File: src/rtl/param_mux.sv
// rtl/param_mux.sv - 2/3-way SIZE-bit datapath mux with a sticky illegal-select flag.
// Optional output register when MUX_OUT_REG_EN is defined.
module param_mux #(
   parameter int SIZE   = 16,
   parameter int IS3WAY = 0
) (
   input  logic                          clk,
   input  logic                          rst_n,
   input  logic [(IS3WAY != 0 ? 2 : 1)-1:0] sel,
   input  logic [SIZE-1:0]               in1,
   input  logic [SIZE-1:0]               in2,
   input  logic [SIZE-1:0]               in3,
   output logic [SIZE-1:0]               out,
   output logic                          sel_err
);

   logic [SIZE-1:0] out_d;

   generate
      if (SIZE < 1 || SIZE > 64) begin : g_bad_size
         $error("param_mux: SIZE=%0d outside 1..64", SIZE);
      end
      if (IS3WAY != 0 && IS3WAY != 1) begin : g_bad_mode
         $error("param_mux: IS3WAY=%0d must be 0 or 1", IS3WAY);
      end
   endgenerate

   generate
      if (IS3WAY == 1) begin : g_3way
         logic sel_err_d;
         logic sel_err_q;

         // Unknown or illegal codes fall through to in1.
         always_comb begin
            out_d = in1;
            case (sel)
               2'b01:   out_d = in3;
               2'b10:   out_d = in2;
               default: out_d = in1;
            endcase
         end

         always_comb begin
            sel_err_d = sel_err_q;
            if (sel == 2'b11) begin
               sel_err_d = 1'b1;
            end
         end

         always_ff @(posedge clk or negedge rst_n) begin
            if (!rst_n) begin
               sel_err_q <= 1'b0;
            end else begin
               sel_err_q <= sel_err_d;
            end
         end

         assign sel_err = sel_err_q;
      end else begin : g_2way
         logic unused_sigs;

         always_comb begin
            out_d = in1;
            if (sel == 1'b1) begin
               out_d = in2;
            end
         end

         // in3 exists only to keep a uniform port list; nothing is monitored in 2-way mode.
         assign unused_sigs = ^{in3, clk, rst_n};
         assign sel_err     = 1'b0;
      end
   endgenerate

`ifdef MUX_OUT_REG_EN
   logic [SIZE-1:0] out_q;

   always_ff @(posedge clk or negedge rst_n) begin
      if (!rst_n) begin
         out_q <= '0;
      end else begin
         out_q <= out_d;
      end
   end

   assign out = out_q;
`else
   assign out = out_d;
`endif

endmodule

File: config.mk
export PLATFORM = sky130hd
export DESIGN_NAME = param_mux
export DESIGN_NICKNAME = d
export VERILOG_FILES = /design/src/rtl/param_mux.sv
export SDC_FILE = /design/constraint.sdc
export NUM_CORES = 1
export LEC_CHECK = 0
export CORE_UTILIZATION = 18
export DETAILED_ROUTE_END_ITERATION = 6
export PLACE_DENSITY = 0.91
export SLEW_MARGIN = 5
export SYNTH_ARGS = -nofsm -noshare
export SYNTH_HDL_FRONTEND = slang
export SYNTH_SLANG_ARGS = --single-unit
export TNS_END_PERCENT = 20
File: constraint.sdc
create_clock -name vclk -period 1.88
set_input_delay 0.376 -clock vclk [all_inputs]
set_output_delay 0.376 -clock vclk [all_outputs]
set_load 0.1 [all_outputs]
==> reports/qor.csv, run 1 <==
stage;metric;value;unit
status;status;finished clean;
route;wl;1070;um
clock_network;postCtsResizedCells;1;
setup_path;startpoint_type;input pin;
global_route;antenna_found_initial;0;
floorplanning;start_util;19.8;%
global_route;grt_pass1_vias;334;
power_and_ir_drop;power_leakage;0.419;nW
min_path;hp-class;input pin to output pin;
route;m1WireLength;340;um
setup_path;path_max_fanout;8;
route;top_layer;met3;
timing;setup_viol_count_final;0;
timing;fin_crit_sh;96.2;%
route;wl_per_cell;12.8;um
power_and_ir_drop;total_power;0.466;mW
timing;hold_viol;0;
logic_synthesis;ys_types;6;
setup_path;path_buf_inv;3;
logic_synthesis;synth_adder_area_share;0;%
floorplanning;die_area;1600;sq um
logic_synthesis;synth.cells.most_frequent;mux2_4 (10), mux2_2 (6);
global_route;gr-total-overflow;0;
timing;fin_crit;1.81;ns
layout;drive_above_1_share;50.0;%
power_and_ir_drop;vdd_drop_max;0.000276;V
setup_path;setup.worst_path.class;input pin to output pin;
setup_path;cp_slowest_cell;mux2_4;
logic_synthesis;synth.area.top_cells;mux2_4 (58%), mux2_2 (26%), buf_12 (7.7%);
layout;nFlopsAndLatches;0;
placed_design;dpl.hpwl;917;um
route;wl_met2;587;um
route;ant_nets;0;
setup_path;crit_required;1.50;ns
setup_path;slowest_delay;0.32;ns
layout;diodes;0;
timing;maxSlewViolCount;0;
global_route;grtUsageTotal;13.2;%
floorplanning;num_rows;13;
route;vias;367;
global_route;grt_pass1_wl;1480;um
clock_network;cts_hold_buf;0;
power_and_ir_drop;switchingPower;0.258;mW
setup_path;path_cells;dlygate4sd2_1 -> bufbuf_16 -> mux2_4 -> buf_12;
setup_path;cpLargestDelayFamily;buffers and inverters;
run;maxCapViolations;0;
logic_synthesis;syn_area;260;sq um
power_and_ir_drop;clkPwrFrac;0;%
layout;nFillCells;91;
layout;n_clock_buffer;0;
logic_synthesis;synth_xor_xnor_area_share;0;%
logic_synthesis;synth.largest_area_cell;mux2_4;
logic_synthesis;synth_simple_gate_area_share;0;%
floorplanning;io-pin-count;68;
logic_synthesis;synth.mux.area_fraction;83.7;%
power_and_ir_drop;power.share.sequential;0;%
power_and_ir_drop;power.share.switching;55.4;%
logic_synthesis;yosysWarnings;0;
logic_synthesis;synth.top_cell.area_share;57.7;%
setup_path;crit_path_end_kind;output pin;
placed_design;port_buffers;49;
global_route;grt_max_degree;9;
timing;max_freq;553;MHz
logic_synthesis;synthesis.nets;71;
setup_path;critical_path_arrival;1.43;ns
floorplanning;die_w;40.0;um
clock_network;postCtsSetupRepairBufs;0;
power_and_ir_drop;pwr-share-comb;100.0;%
floorplanning;die_h;40.0;um
logic_synthesis;avgSynthCellArea;13.0;sq um
logic_synthesis;synth_compound_area_share;0;%
timing;tns;0;ns
floorplanning;core;1320;sq um
power_and_ir_drop;p_int;0.208;mW
layout;layout.nets;121;
layout;final_area;942;sq um
layout;regArea;0;sq um
placed_design;dpl_cell_area;911;sq um
power_and_ir_drop;powerDensity;494;nW/um^2
logic_synthesis;post-synth-top-count-cell;mux2_4;
logic_synthesis;ys_seq_area_share;0;%
placed_design;routabilityCongestion;0.574;
logic_synthesis;synth_top_family_by_area;multiplexers;
route;wl_met3;139;um
route;drt_first_pass_iters;2;
logic_synthesis;syn_inst;20;
route;first_iter_violations;1;
route;drcViolationCount;0;
timing;rsz0062_at_grt;no;
layout;syn_to_final_growth;262;%
route;via_per_inst;4.42;
-- kinds of logic after synthesis --
group,Yosys count
muxes,16
buffers and inverters,3
other,1
-- area by class of cell --
class | instances | area [sq um] | area share (%)
timing repair buffer | 51 | 702 | 74.5
tap | 15 | 18.8 | 1.99
multi-input combinational | 17 | 221 | 23.5
-- cell usage in the layout (no fill, tap or decap) --
cell type        netlist  final
dlygate4sd2_1          0      1
conb_1                 1      1
bufbuf_16              0      1
buf_12                 1     17
mux2_4                10     10
clkdlybuf4s50_1        0     32
mux2_2                 6      6
-- metal layers --
layer	track usage (%)	vias up
li1	-	167
met1	11.7	169
met2	30.2	31
met3	2.78	0
met4	0	0
met5	0	-
-- stage by stage --
step / setup WS, ns / std cells / util [%] / hold slack (ns)
5_1_grt: 0.0478 / 83 / 71.5 / 1.53
4_1_cts: 0.0610 / 83 / 71.5 / 1.51
3_5_place_dp: -0.102 / 82 / 69.1 / 1.52
2_1_floorplan: 0.439 / 20 / - / 1.07
3_3_place_gp: -0.0939 / 82 / 69.1 / 1.52
6_report: 0.0722 / 83 / 71.5 / 1.49
-- power groups by stage --
stage,Combinational (mW),Sequential [mW],Clock (mW)
2_1_floorplan,0.269,0,0
3_3_place_gp,0.455,0,0
3_5_place_dp,0.459,0,0
4_1_cts,0.468,0,0
5_1_grt,0.478,0,0
6_report,0.466,0,0
-- final timing paths --
path,start,end,slack [ns],depth (start not counted)
max,sel,out[8],0.07,4
min,sel,out[5],1.49,4
No activity file was read; power rests on OpenSTA's default activity.
==> run 2: changes to the inputs <==
- CORE_ASPECT_RATIO: unset -> 1.25
- CORE_UTILIZATION: 18 -> 15
- PLACE_DENSITY: 0.91 -> 0.81
- clock period: 1.88 -> 1.63 ns (I/O delays scaled with it)
==> run 2 against run 1 <==
Via count is 1.9% lower. Final cell count is 3.6% higher. First-iteration DRC count is 100% lower. Highest routed layer unchanged.
==> reports/qor.csv, run 2 (synthesis results as in run 1) <==
stage;metric;value;unit
layout;layout.nets;121;
global_route;grt_pass1_wl;1650;um
timing;whs;1.40;ns
run;maxCapViolations;0;
layout;regArea;0;sq um
route;wl;1060;um
route;wl_per_cell;12.3;um
timing;rsz0062_at_grt;no;
layout;final_common_cell;clkdlybuf4s50_1;
placed_design;dpl.hpwl;891;um
timing;maxSlewViolCount;0;
power_and_ir_drop;total_power;0.536;mW
setup_path;critical_path_arrival;1.27;ns
layout;diodes;0;
global_route;grt_max_degree;9;
setup_path;path_cells;clkdlybuf4s18_2 -> buf_12 -> mux2_2 -> buf_12;
timing;max_freq;626;MHz
setup_path;cpLargestDelayFamily;buffers and inverters;
route;drt_first_pass_iters;1;
setup_path;slowest_delay;0.36;ns
global_route;antenna_found_initial;0;
global_route;gr-total-overflow;0;
layout;syn_to_final_growth;262;%
setup_path;path_buf_inv;3;
floorplanning;start_util;16.3;%
global_route;grtUsageTotal;11.4;%
setup_path;startpoint_type;input pin;
setup_path;crit_path_end_kind;output pin;
power_and_ir_drop;power_leakage;0.411;nW
floorplanning;die_h;48.6;um
layout;nFillCells;135;
layout;mostFrequentLayoutCells;clkdlybuf4s50_1 (32), buf_12 (17), mux2_4 (10), mux2_2 (6);
placed_design;dp_cells;85;
timing;hold_viol;0;
floorplanning;core;1600;sq um
floorplanning;num_rows;16;
placed_design;port_buffers;49;
clock_network;postCtsSetupRepairBufs;0;
layout;final_util;58.8;%
global_route;grt_pass1_vias;389;
status;status;finished clean;
route;drcViolationCount;0;
power_and_ir_drop;vdd_drop_max;0.000328;V
setup_path;path_max_fanout;8;
route;via_per_inst;4.19;
setup_path;setup.worst_path.class;input pin to output pin;
clock_network;cts_hold_buf;0;
placed_design;pre_cts_slack;-0.254;ns
placed_design;routabilityCongestion;0.610;
setup_path;crit_required;1.30;ns
route;ant_nets;0;
layout;finalNonFillerCells;86;
min_path;hp-class;input pin to output pin;
layout;n_clock_buffer;0;
timing;fin_crit_sh;97.9;%
layout;nFlopsAndLatches;0;
floorplanning;die_area;1910;sq um
layout;drive_above_1_share;51.5;%
floorplanning;io-pin-count;68;
route;vias;360;
setup_path;cp_slowest_cell;mux2_2;
timing;fin_crit;1.60;ns
timing;fin_ws;0.0338;ns
power_and_ir_drop;powerDensity;569;nW/um^2
timing;setup_viol_count_final;0;
floorplanning;die_w;39.3;um
route;first_iter_violations;0;
setup_path;cp_common_cell;buf_12;
## run 2: layout make-up
| class | instances | area [sq um] | area share (%) |
|---|---|---|---|
| timing repair buffer | 51 | 698 | 74.1 |
| multi-input combinational | 17 | 221 | 23.5 |
| tap | 18 | 22.5 | 2.39 |
## run 2: final timing paths
kind / start / to / slack (ns) / cells after the start
max: sel / out[13] / 0.03 / 4
min: sel / out[12] / 1.40 / 4
## run 2: repair_timing
action,4_1_cts,5_1_grt
pin swaps,0,0
gates cloned,1,0
resized for setup,4,1
endpoints found under the setup margin,16,1
## run 2: metal layers
layer  GRT usage, %  wire length (um)  part of all wire, %
met1           9.83               273                   26
met5              0                 0                    0
met4              0                 0                    0
met2           23.1               537                   51
met3           5.05               247                   23
## run 2: through the flow
step | area [sq um] | TNS, ns
finish | 942 | 0
global route | 942 | 0
CTS | 943 | 0
detailed placement | 915 | -3.50
global placement | 915 | -3.39
floorplan | 260 | 0
## run 2: where the power goes
group / switching (mW) / internal, mW / total [mW]
combinational: 0.299 / 0.237 / 0.536
clock: 0 / 0 / 0
sequential: 0 / 0 / 0
## run 2: tightest hold or removal path, delay by kind of cell
family / cells / cell delay, ns
buffers and inverters: 3 / 0.57
muxes: 1 / 0.17
==> run 3: changes to the inputs <==
==> constraint.sdc (replaced) <==
create_clock -name vclk -period 1.63
set_input_delay 0.326 -clock vclk [all_inputs]
set_output_delay 0.326 -clock vclk [all_outputs]
set_load 0.005 [all_outputs]
==> run 3 against run 2 <==
Sequential share of layout area unchanged. Routed wire length down 16%. First-iteration DRC count unchanged. Final cell count unchanged. Count of clock-buffer cells in the layout unchanged. Utilization down 12 points. Via count up 0.83%. Worst hold slack worse by 0.085 ns. Setup slack better by 0.014 ns. Largest power group unchanged. Highest routed layer unchanged.
==> reports/qor.csv, run 3 (synthesis results as in run 1) <==
stage;metric;value;unit
status;status;finished clean;
power_and_ir_drop;clkPwrFrac;0;%
power_and_ir_drop;p_int;0.146;mW
floorplanning;core;1600;sq um
global_route;grt_max_degree;9;
timing;tns;0;ns
setup_path;path_max_fanout;1;
placed_design;routabilityCongestion;0.620;
timing;fin_crit_sh;97.1;%
setup_path;critical_path_arrival;1.26;ns
global_route;grt_pass1_wl;1370;um
power_and_ir_drop;vdd_drop_max;0.000108;V
floorplanning;die_h;48.6;um
timing;hold_viol;0;
floorplanning;die_w;39.3;um
setup_path;setup.worst_path.class;input pin to output pin;
min_path;hp-class;input pin to output pin;
run;maxCapViolations;0;
power_and_ir_drop;power.share.switching;22.8;%
layout;drive_above_1_share;27.9;%
setup_path;startpoint_type;input pin;
layout;diodes;0;
layout;syn_to_final_growth;191;%
route;drcViolationCount;0;
layout;regArea;0;sq um
setup_path;crit_required;1.30;ns
clock_network;postCtsResizedCells;21;
route;wl_per_cell;10.4;um
setup_path;crit_path_end_kind;output pin;
layout;layout.nets;121;
floorplanning;start_util;16.3;%
clock_network;cts_hold_buf;0;
layout;mostFrequentLayoutCells;clkdlybuf4s50_1 (32), dlygate4sd2_1 (16), mux2_4 (10), mux2_2 (6);
timing;fin_crit;1.58;ns
timing;rsz0062_at_grt;no;
route;ant_nets;0;
timing;maxSlewViolCount;0;
layout;finalNonFillerCells;86;
global_route;gr-total-overflow;0;
global_route;grt_pass1_vias;369;
layout;nFlopsAndLatches;0;
power_and_ir_drop;power.share.sequential;0;%
floorplanning;num_rows;16;
placed_design;dp_cells;85;
route;first_iter_violations;0;
power_and_ir_drop;pwr-share-comb;100.0;%
power_and_ir_drop;power_leakage;0.344;nW
timing;setup_viol_count_final;0;
clock_network;postCtsSetupRepairBufs;0;
route;vias;363;
route;via_per_inst;4.22;
global_route;antenna_found_initial;0;
placed_design;dpl.hpwl;736;um
global_route;grtUsageTotal;9.33;%
floorplanning;io-pin-count;68;
placed_design;port_buffers;49;
layout;n_clock_buffer;0;
power_and_ir_drop;powerDensity;249;nW/um^2
timing;max_freq;632;MHz
route;drt_first_pass_iters;1;
power_and_ir_drop;switchingPower;0.0430;mW
layout;final_common_cell;clkdlybuf4s50_1;
route;wl;892;um
floorplanning;die_area;1910;sq um
==> run 3: cell types whose count changed in the layout (fill, tap and decap cells not counted), sizes merged <==
cell / previous run / this run
dlygate4sd2: 0 / 16
buf: 18 / 3
clkdlybuf4s18: 1 / 0
==> run 3: stage by stage <==
step / utilization [%] / instance area [sq um] / hold WS [ns] / worst slack [ns] / power (mW)
floorplan: - / 260 / 0.773 / 0.430 / 0.0694
global placement: 47.1 / 754 / 1.71 / -0.484 / 0.203
detailed placement: 47.1 / 754 / 1.72 / -0.491 / 0.205
CTS: 47.3 / 757 / 1.33 / 0.0385 / 0.192
global route: 47.3 / 757 / 1.35 / 0.0140 / 0.202
finish: 47.3 / 757 / 1.31 / 0.0474 / 0.189
==> run 3: final timing paths <==
kind	start	slack, ns	depth (start not counted)	end
worst max-delay path	in1[14]	0.05	3	out[14]
worst min-delay path	sel	1.31	4	out[0]
==> run 3: area by class of cell <==
cell class	instances	area [sq um]
fillers	160	845
repair buffers	51	513
multi-input cells	17	221
well taps	18	22.5
==> run 3: critical path: stages <==
cell             delay, ns
clkdlybuf4s50_1       0.41
mux2_4                0.26
dlygate4sd2_1         0.26
==> run 3: power by group through the flow <==
stage	Sequential, mW	Combinational, mW	Clock (mW)
2_1_floorplan	0	0.0694	0
3_3_place_gp	0	0.203	0
3_5_place_dp	0	0.205	0
4_1_cts	0	0.192	0
5_1_grt	0	0.202	0
6_report	0	0.189	0
==> run 3: per-layer routing <==
layer	share of wire, %	track usage, %
met4	0	0
met5	0	0
met1	29	7.58
met2	50	21.1
met3	21	1.38
